[config.mk]
export PLATFORM = sky130hd
export DESIGN_NAME = mem_arbiter_flat
export DESIGN_NICKNAME = d
export VERILOG_FILES = /design/src/rtl/mem_arbiter_if.sv /design/src/rtl/mem_arbiter.sv /design/src/flat_wrapper.sv
export SDC_FILE = /design/constraint.sdc
export NUM_CORES = 1
export LEC_CHECK = 0
export ABC_AREA = 1
export CAP_MARGIN = 10
export CORE_MARGIN = 2
export CORE_UTILIZATION = 47
export CTS_BUF_LIST = sky130_fd_sc_hd__clkbuf_4
export CTS_CLUSTER_DIAMETER = 200
export DETAILED_ROUTE_END_ITERATION = 16
export PLACE_DENSITY = 0.83
export SYNTH_ARGS = -nofsm -noshare
export SYNTH_HDL_FRONTEND = slang
export SYNTH_SLANG_ARGS = --single-unit
export TNS_END_PERCENT = 1
[constraint.sdc]
create_clock -name clk -period 3.09 [get_ports clk]
set_clock_uncertainty 0.1 [all_clocks]
set_input_delay 0.309 -clock clk [delete_from_list [all_inputs] [get_ports clk]]
set_output_delay 0.309 -clock clk [all_outputs]
set_load 0.005 [all_outputs]
[src/rtl/mem_arbiter_if.sv]
// mem_arbiter_if: bundles the fetch port, the data port and the memory-side
// port of mem_arbiter.
//   fetch : if_req/if_addr in, if_gnt/if_rvalid/if_rdata/if_err out
//   data  : d_req/d_we/d_addr/d_wdata/d_size/d_unsigned in,
//           d_gnt/d_rvalid/d_rdata/d_err out
//   memory: mem_addr/mem_wdata/mem_we/mem_size/mem_rdun out, mem_rdata in
// slave  = arbiter view; master = requesters plus memory (environment view).
interface mem_arbiter_if;
   logic        if_req;
   logic [31:0] if_addr;
   logic        if_gnt;
   logic        if_rvalid;
   logic [31:0] if_rdata;
   logic        if_err;

   logic        d_req;
   logic        d_we;
   logic [31:0] d_addr;
   logic [31:0] d_wdata;
   logic [1:0]  d_size;
   logic        d_unsigned;
   logic        d_gnt;
   logic        d_rvalid;
   logic [31:0] d_rdata;
   logic        d_err;

   logic [31:0] mem_addr;
   logic [31:0] mem_wdata;
   logic        mem_we;
   logic [1:0]  mem_size;
   logic        mem_rdun;
   logic [31:0] mem_rdata;

   modport slave (
      input  if_req, if_addr,
      output if_gnt, if_rvalid, if_rdata, if_err,
      input  d_req, d_we, d_addr, d_wdata, d_size, d_unsigned,
      output d_gnt, d_rvalid, d_rdata, d_err,
      output mem_addr, mem_wdata, mem_we, mem_size, mem_rdun,
      input  mem_rdata
   );

   modport master (
      output if_req, if_addr,
      input  if_gnt, if_rvalid, if_rdata, if_err,
      output d_req, d_we, d_addr, d_wdata, d_size, d_unsigned,
      input  d_gnt, d_rvalid, d_rdata, d_err,
      input  mem_addr, mem_wdata, mem_we, mem_size, mem_rdun,
      output mem_rdata
   );
endinterface

[src/rtl/mem_arbiter.sv]
// mem_arbiter: round-robin arbiter between an instruction-fetch port and a
// data port sharing one memory with a combinational read and a posedge write.
// Fixed latency: grant in cycle N, memory access in N+1, rvalid in N+2.
// Ports:
//   clk   - single clock, rising edge
//   reset - synchronous, active-high
//   bus   - mem_arbiter_if.slave (fetch, data and memory-side signals)
//
// state   | meaning
// --------+-----------------------------------------------------------
// IDLE    | memory parked; may grant one pending request this cycle
// SERVE_I | memory driven from latched fetch fields
// SERVE_D | memory driven from latched data fields
module mem_arbiter #(
   parameter logic [31:0] START_ADDR = 32'h0100_0000,
   parameter logic [31:0] MEM_SIZE   = 32'd1048576
) (
   input  logic         clk,
   input  logic         reset,
   mem_arbiter_if.slave bus
);
   typedef enum logic [1:0] {IDLE, SERVE_I, SERVE_D} state_t;

   state_t      state;
   logic        last_d;        // 1 when the data port was served last
   logic [31:0] lat_addr;
   logic [31:0] lat_wdata;
   logic        lat_we;
   logic [1:0]  lat_size;
   logic        lat_unsigned;
   logic        lat_err;

   logic        gnt_i;
   logic        gnt_d;
   logic        if_rvalid_q;
   logic        if_err_q;
   logic [31:0] if_rdata_q;
   logic        d_rvalid_q;
   logic        d_err_q;
   logic [31:0] d_rdata_q;

   // 33-bit arithmetic so addr+bytes near 2^32 cannot wrap into range.
   function automatic logic access_bad(input logic [31:0] addr, input logic [1:0] size);
      logic        bad;
      logic [32:0] nbytes;
      bad    = 1'b0;
      nbytes = 33'd1;
      case (size)
         2'b00: nbytes = 33'd1;
         2'b01: begin
            nbytes = 33'd2;
            if (addr[0]) bad = 1'b1;
         end
         2'b10: begin
            nbytes = 33'd4;
            if (addr[1:0] != 2'b00) bad = 1'b1;
         end
         default: bad = 1'b1;
      endcase
      if ({1'b0, addr} < {1'b0, START_ADDR}) bad = 1'b1;
      if (({1'b0, addr} + nbytes) > ({1'b0, START_ADDR} + {1'b0, MEM_SIZE})) bad = 1'b1;
      return bad;
   endfunction

   always_comb begin
      gnt_i = 1'b0;
      gnt_d = 1'b0;
      if (!reset && state == IDLE) begin
         if (bus.if_req && bus.d_req) begin
            if (last_d) gnt_i = 1'b1;
            else        gnt_d = 1'b1;
         end else if (bus.if_req) begin
            gnt_i = 1'b1;
         end else if (bus.d_req) begin
            gnt_d = 1'b1;
         end
      end
   end

   assign bus.if_gnt    = gnt_i;
   assign bus.d_gnt     = gnt_d;
   assign bus.if_rvalid = if_rvalid_q;
   assign bus.if_err    = if_err_q;
   assign bus.if_rdata  = if_rdata_q;
   assign bus.d_rvalid  = d_rvalid_q;
   assign bus.d_err     = d_err_q;
   assign bus.d_rdata   = d_rdata_q;

   always_comb begin
      bus.mem_addr  = START_ADDR;
      bus.mem_wdata = 32'h0;
      bus.mem_we    = 1'b0;
      bus.mem_size  = 2'b10;
      bus.mem_rdun  = 1'b0;
      case (state)
         SERVE_I: bus.mem_addr = lat_addr;
         SERVE_D: begin
            bus.mem_addr  = lat_addr;
            bus.mem_wdata = lat_wdata;
            // reset gates the strobe immediately so an abandoned write never lands
            bus.mem_we    = lat_we && !lat_err && !reset;
            bus.mem_size  = lat_size;
            bus.mem_rdun  = lat_unsigned;
         end
         default: ;
      endcase
   end

   always_ff @(posedge clk) begin
      if (reset) begin
         state        <= IDLE;
         last_d       <= 1'b1;
         lat_addr     <= 32'h0;
         lat_wdata    <= 32'h0;
         lat_we       <= 1'b0;
         lat_size     <= 2'b10;
         lat_unsigned <= 1'b0;
         lat_err      <= 1'b0;
         if_rvalid_q  <= 1'b0;
         if_err_q     <= 1'b0;
         if_rdata_q   <= 32'h0;
         d_rvalid_q   <= 1'b0;
         d_err_q      <= 1'b0;
         d_rdata_q    <= 32'h0;
      end else begin
         if_rvalid_q <= 1'b0;
         if_err_q    <= 1'b0;
         d_rvalid_q  <= 1'b0;
         d_err_q     <= 1'b0;
         case (state)
            IDLE: begin
               if (gnt_i) begin
                  lat_addr     <= bus.if_addr;
                  lat_wdata    <= 32'h0;
                  lat_we       <= 1'b0;
                  lat_size     <= 2'b10;
                  lat_unsigned <= 1'b0;
                  lat_err      <= access_bad(bus.if_addr, 2'b10);
                  last_d       <= 1'b0;
                  state        <= SERVE_I;
               end else if (gnt_d) begin
                  lat_addr     <= bus.d_addr;
                  lat_wdata    <= bus.d_wdata;
                  lat_we       <= bus.d_we;
                  lat_size     <= bus.d_size;
                  lat_unsigned <= bus.d_unsigned;
                  lat_err      <= access_bad(bus.d_addr, bus.d_size);
                  last_d       <= 1'b1;
                  state        <= SERVE_D;
               end
            end
            SERVE_I: begin
               if_rvalid_q <= 1'b1;
               if_err_q    <= lat_err;
               if_rdata_q  <= lat_err ? 32'h0 : bus.mem_rdata;
               state       <= IDLE;
            end
            SERVE_D: begin
               d_rvalid_q <= 1'b1;
               d_err_q    <= lat_err;
               d_rdata_q  <= (lat_err || lat_we) ? 32'h0 : bus.mem_rdata;
               state      <= IDLE;
            end
            default: state <= IDLE;
         endcase
      end
   end
endmodule

[src/flat_wrapper.sv]
// flat-port wrapper written by rule: the top's interface ports become plain ports
module mem_arbiter_flat 
#(
   parameter logic [31:0] START_ADDR = 32'h0100_0000,
   parameter logic [31:0] MEM_SIZE   = 32'd1048576
)
  (clk, reset, bus_if_req, bus_if_addr, bus_if_gnt, bus_if_rvalid, bus_if_rdata, bus_if_err, bus_d_req, bus_d_we, bus_d_addr, bus_d_wdata, bus_d_size, bus_d_unsigned, bus_d_gnt, bus_d_rvalid, bus_d_rdata, bus_d_err, bus_mem_addr, bus_mem_wdata, bus_mem_we, bus_mem_size, bus_mem_rdun, bus_mem_rdata);
  mem_arbiter_if bus_i ();
  input  logic clk;
  input  logic reset;
  input wire logic [$bits(bus_i.if_req)-1:0] bus_if_req;
  input wire logic [$bits(bus_i.if_addr)-1:0] bus_if_addr;
  output wire logic [$bits(bus_i.if_gnt)-1:0] bus_if_gnt;
  output wire logic [$bits(bus_i.if_rvalid)-1:0] bus_if_rvalid;
  output wire logic [$bits(bus_i.if_rdata)-1:0] bus_if_rdata;
  output wire logic [$bits(bus_i.if_err)-1:0] bus_if_err;
  input wire logic [$bits(bus_i.d_req)-1:0] bus_d_req;
  input wire logic [$bits(bus_i.d_we)-1:0] bus_d_we;
  input wire logic [$bits(bus_i.d_addr)-1:0] bus_d_addr;
  input wire logic [$bits(bus_i.d_wdata)-1:0] bus_d_wdata;
  input wire logic [$bits(bus_i.d_size)-1:0] bus_d_size;
  input wire logic [$bits(bus_i.d_unsigned)-1:0] bus_d_unsigned;
  output wire logic [$bits(bus_i.d_gnt)-1:0] bus_d_gnt;
  output wire logic [$bits(bus_i.d_rvalid)-1:0] bus_d_rvalid;
  output wire logic [$bits(bus_i.d_rdata)-1:0] bus_d_rdata;
  output wire logic [$bits(bus_i.d_err)-1:0] bus_d_err;
  output wire logic [$bits(bus_i.mem_addr)-1:0] bus_mem_addr;
  output wire logic [$bits(bus_i.mem_wdata)-1:0] bus_mem_wdata;
  output wire logic [$bits(bus_i.mem_we)-1:0] bus_mem_we;
  output wire logic [$bits(bus_i.mem_size)-1:0] bus_mem_size;
  output wire logic [$bits(bus_i.mem_rdun)-1:0] bus_mem_rdun;
  input wire logic [$bits(bus_i.mem_rdata)-1:0] bus_mem_rdata;
  assign bus_i.if_req = bus_if_req;
  assign bus_i.if_addr = bus_if_addr;
  assign bus_if_gnt = bus_i.if_gnt;
  assign bus_if_rvalid = bus_i.if_rvalid;
  assign bus_if_rdata = bus_i.if_rdata;
  assign bus_if_err = bus_i.if_err;
  assign bus_i.d_req = bus_d_req;
  assign bus_i.d_we = bus_d_we;
  assign bus_i.d_addr = bus_d_addr;
  assign bus_i.d_wdata = bus_d_wdata;
  assign bus_i.d_size = bus_d_size;
  assign bus_i.d_unsigned = bus_d_unsigned;
  assign bus_d_gnt = bus_i.d_gnt;
  assign bus_d_rvalid = bus_i.d_rvalid;
  assign bus_d_rdata = bus_i.d_rdata;
  assign bus_d_err = bus_i.d_err;
  assign bus_mem_addr = bus_i.mem_addr;
  assign bus_mem_wdata = bus_i.mem_wdata;
  assign bus_mem_we = bus_i.mem_we;
  assign bus_mem_size = bus_i.mem_size;
  assign bus_mem_rdun = bus_i.mem_rdun;
  assign bus_i.mem_rdata = bus_mem_rdata;
  mem_arbiter #(.START_ADDR(START_ADDR), .MEM_SIZE(MEM_SIZE)) u_core (.clk(clk), .reset(reset), .bus(bus_i));
endmodule
==> qor.txt <==
Area Overhead vs Synth = 41.0%
root buffer cell = clkbuf_4
status = completed
Net Sw Frac = 32.6%
Port Buffers = 273
combinational fraction of design power = 22.6%
Slew Viols, Final = 0
H-Tree Depth = 4
Clk pin slew, worst setup/hold paths = 150 ps
largest net degree at the start of global routing = 59
cell area after layout = 11200 µm²
total number of vias = 9270
vias in the first global route = 8390
Core Area = 16600 µm²
Fin. Hold Viols = 0
most used cell, CP = inv_1
Seq cells post-synth = 140
multi-input logic area = 4390 µm²
Achievable Freq = 0.342 GHz
Net Switching = 1.38 mW
CTS Buf Count = 17
Synth area leader = dfxtp_1
CP max stage cell = clkdlybuf4s50_1
Crit Path Class = reg2out
DR pass1 iterations = 6
die area = 18000 µm²
Arr. time, crit path = 2510 ps
synth unique cells = 38
CP peak stage delay = 580 ps
die height = 134 µm
Cell Rows = 47
Reg power frac = 46.1%
hpwl dp = 20.2 mm
DRC violations left = 0
Worst EP required = 2680 ps
Skew-Pair Late Insertion Delay = 560 ps
clock share of power = 31.3%
initial core utilization = 48.1%
total gr overflow = 0
total number of yosys warnings = 0
share of the synthesized area in the top cell type = 35.2%
max-cap violation count = 0
slew margin rel. = 56.4%
Crit. End Element = primary output
Leak = 4.90 nW
final count of negative-setup-slack endpoints = 0
post-synthesis sequential area ratio = 35.2%
P_int = 2.87 mW
Netlist Area Pre-Place = 7970 µm²
fillers = 1549
first-pass GRT wire length = 41.7 mm
period utilization = 94.5%
IO Pins = 274
share of layout cells above drive strength 1 = 6.58%
TritonCTS clock tree = done
Final min period = 2920 ps
Post-DP Area = 10900 µm²
synth top area cells = dfxtp_1 35%, nand2_1 23%, a21oi_1 6.5%
Syn Inst Count = 1298
Die X-Extent = 134 µm
RSZ-0062 raised after global routing = no
DRT iter0 DRCs = 604
ANT nets after route = 0
mean post-synth cell area = 6.14 µm²
CP Buf/Inv Count = 4
worst slew pin tran = 654 ps
Final #Nets = 1699
post-DR wirelength/cell = 14.9 µm
Clock Path Buffers = 2
CP startpoint kind = flop
drt via density = 5.19
GRT Util Overall = 28.8%
Max VDD drop = 0.269 mV
CP top delay family = buffers and inverters
Final Util = 67.8%
PwrDens = 378 nW/µm²
Fin Setup TNS = 0 ps
Sinks on Clock Net = 140
initial antenna violation count = 1
crit path cell chain = inv_1 > ha_1 > nand2_1 > inv_1 > nand3_1 > inv_6 > clkdlybuf4s50_1
Post-Syn Nets = 1445
HP Class = in2reg
Post-Route WL = 26.6 mm
Placer Congestion = 0.959
register area = 2800 µm²
crit-path max FO = 21
registers in the layout, summed over array words and instances (netlist names), 2 cells and up:
| register | count |
|---|---|
| u_core.bus.d_rdata | 32 |
| u_core.bus.if_rdata | 32 |
| u_core.lat_addr | 32 |
| u_core.lat_wdata | 32 |
| u_core.lat_size | 2 |
| u_core.state | 2 |
cells in the mapped netlist:
| cell | number |
|---|---|
| a221oi_1 | 4 |
| o21ai_1 | 3 |
| nand2_1 | 484 |
| o22ai_1 | 1 |
| fa_1 | 1 |
| nand3_1 | 76 |
| clkbuf_1 | 46 |
| clkinv_1 | 2 |
| inv_2 | 4 |
| nand4_1 | 14 |
| nor2_1 | 109 |
| o21bai_1 | 2 |
| dfxtp_1 | 140 |
| a211oi_1 | 1 |
| a21oi_1 | 103 |
| buf_4 | 3 |
| nand3b_1 | 11 |
| nand3_2 | 4 |
| o31ai_1 | 1 |
| or2_2 | 4 |
| nor3b_1 | 1 |
| and2_4 | 1 |
| ha_1 | 10 |
| nor2_4 | 7 |
| nor4_1 | 2 |
| xnor2_1 | 2 |
| nor3_1 | 7 |
| o21ai_0 | 41 |
| o21a_1 | 1 |
| a31oi_1 | 28 |
| xor2_1 | 8 |
| buf_2 | 7 |
| nand2_2 | 11 |
| nor2_2 | 14 |
| inv_1 | 136 |
| and2_1 | 2 |
| buf_1 | 6 |
| o2111ai_1 | 1 |
through the flow:
stage | cells | hold WS, ps | power (mW) | worst slack (ps)
after floorplan | 1298 | 316 | 2.45 | 578
after global placement | 1752 | 348 | 2.94 | -94.3
after detailed placement | 1752 | 352 | 2.95 | -114
after CTS | 1785 | 120 | 4.27 | 6.45
after global routing | 1786 | 137 | 4.45 | 15.1
final | 1786 | 174 | 4.25 | 170
layout make-up:
| type | count | share of cell area, % |
|---|---|---|
| Multi-Input combinational cell | 954 | 39.1 |
| Sequential cell | 140 | 24.9 |
| Inverter | 142 | 4.78 |
| Timing Repair Buffer | 297 | 25.9 |
| Clock inverter | 15 | 1.70 |
| Clock buffer | 17 | 1.13 |
| Antenna cell | 1 | 0.0223 |
| Tap cell | 220 | 2.45 |
metal layers:
metal	track usage, %	share of wire [%]	vias up
met5	0	0	-
met4	10.8	2.6	0
met3	5.59	7.2	50
met2	49.3	48	381
met1	35.7	42	4218
li1	-	-	4621
timing repair:
item,4_1_cts,5_1_grt
endpoints found under the setup margin,0,1
gates resized for setup,0,3
buffers inserted,0,0
hold endpoints to repair,2,0
hold buffers,1,0
worst min-delay path, cell delays in order:
cell	delay (ps)
clkdlybuf4s50_1	390
nand2_1	60
a21oi_1	60
power groups by stage:
stage / Sequential [mW] / Clock [mW] / Combinational [mW]
after detailed placement: 2.00 / 0 / 0.952
after floorplan: 1.99 / 0 / 0.456
after global routing: 1.97 / 1.43 / 1.05
final: 1.96 / 1.33 / 0.961
after CTS: 1.96 / 1.36 / 0.958
after global placement: 1.99 / 0 / 0.941
final timing paths:
path	start	end	slack (ps)	cells after the start
max reg2reg	u_core.state[0]	u_core.lat_addr[11]	870	10
min	bus_d_wdata[8]	u_core.lat_wdata[8]	170	3
min reg2reg	u_core.lat_size[0]	u_core.lat_size[0]	370	2
max	u_core.state[0]	bus_d_gnt	170	7
logic make-up after synthesis:
| logic type | after synthesis | synth area share (%) |
|---|---|---|
| adders and majority gates | 11 | 1.82 |
| buffers and inverters | 204 | 9.86 |
| DFF | 140 | 35.2 |
| xor gates and xnor gates | 10 | 1.10 |
| AOI/OAI and AO/OA | 186 | 12.5 |
| and+or+nand+nor | 747 | 39.5 |
layout by cell type, fill, tap and decap left out, drive strengths merged, types with 2 or more instances in the layout:
master	count
nand2	495
clkdlybuf4s50	272
inv	150
dfxtp	140
nor2	130
a21oi	103
nand3	80
o21ai	44
a31oi	28
buf	24
clkbuf	17
nand4	14
nand3b	11
ha	10
xor2	8
nor3	7
or2	4
a221oi	4
clkinv	3
and2	3
xnor2	2
o21bai	2
nor4	2
bufinv	2
clkinvlp	2
No activity file was read; power rests on OpenSTA's default activity.
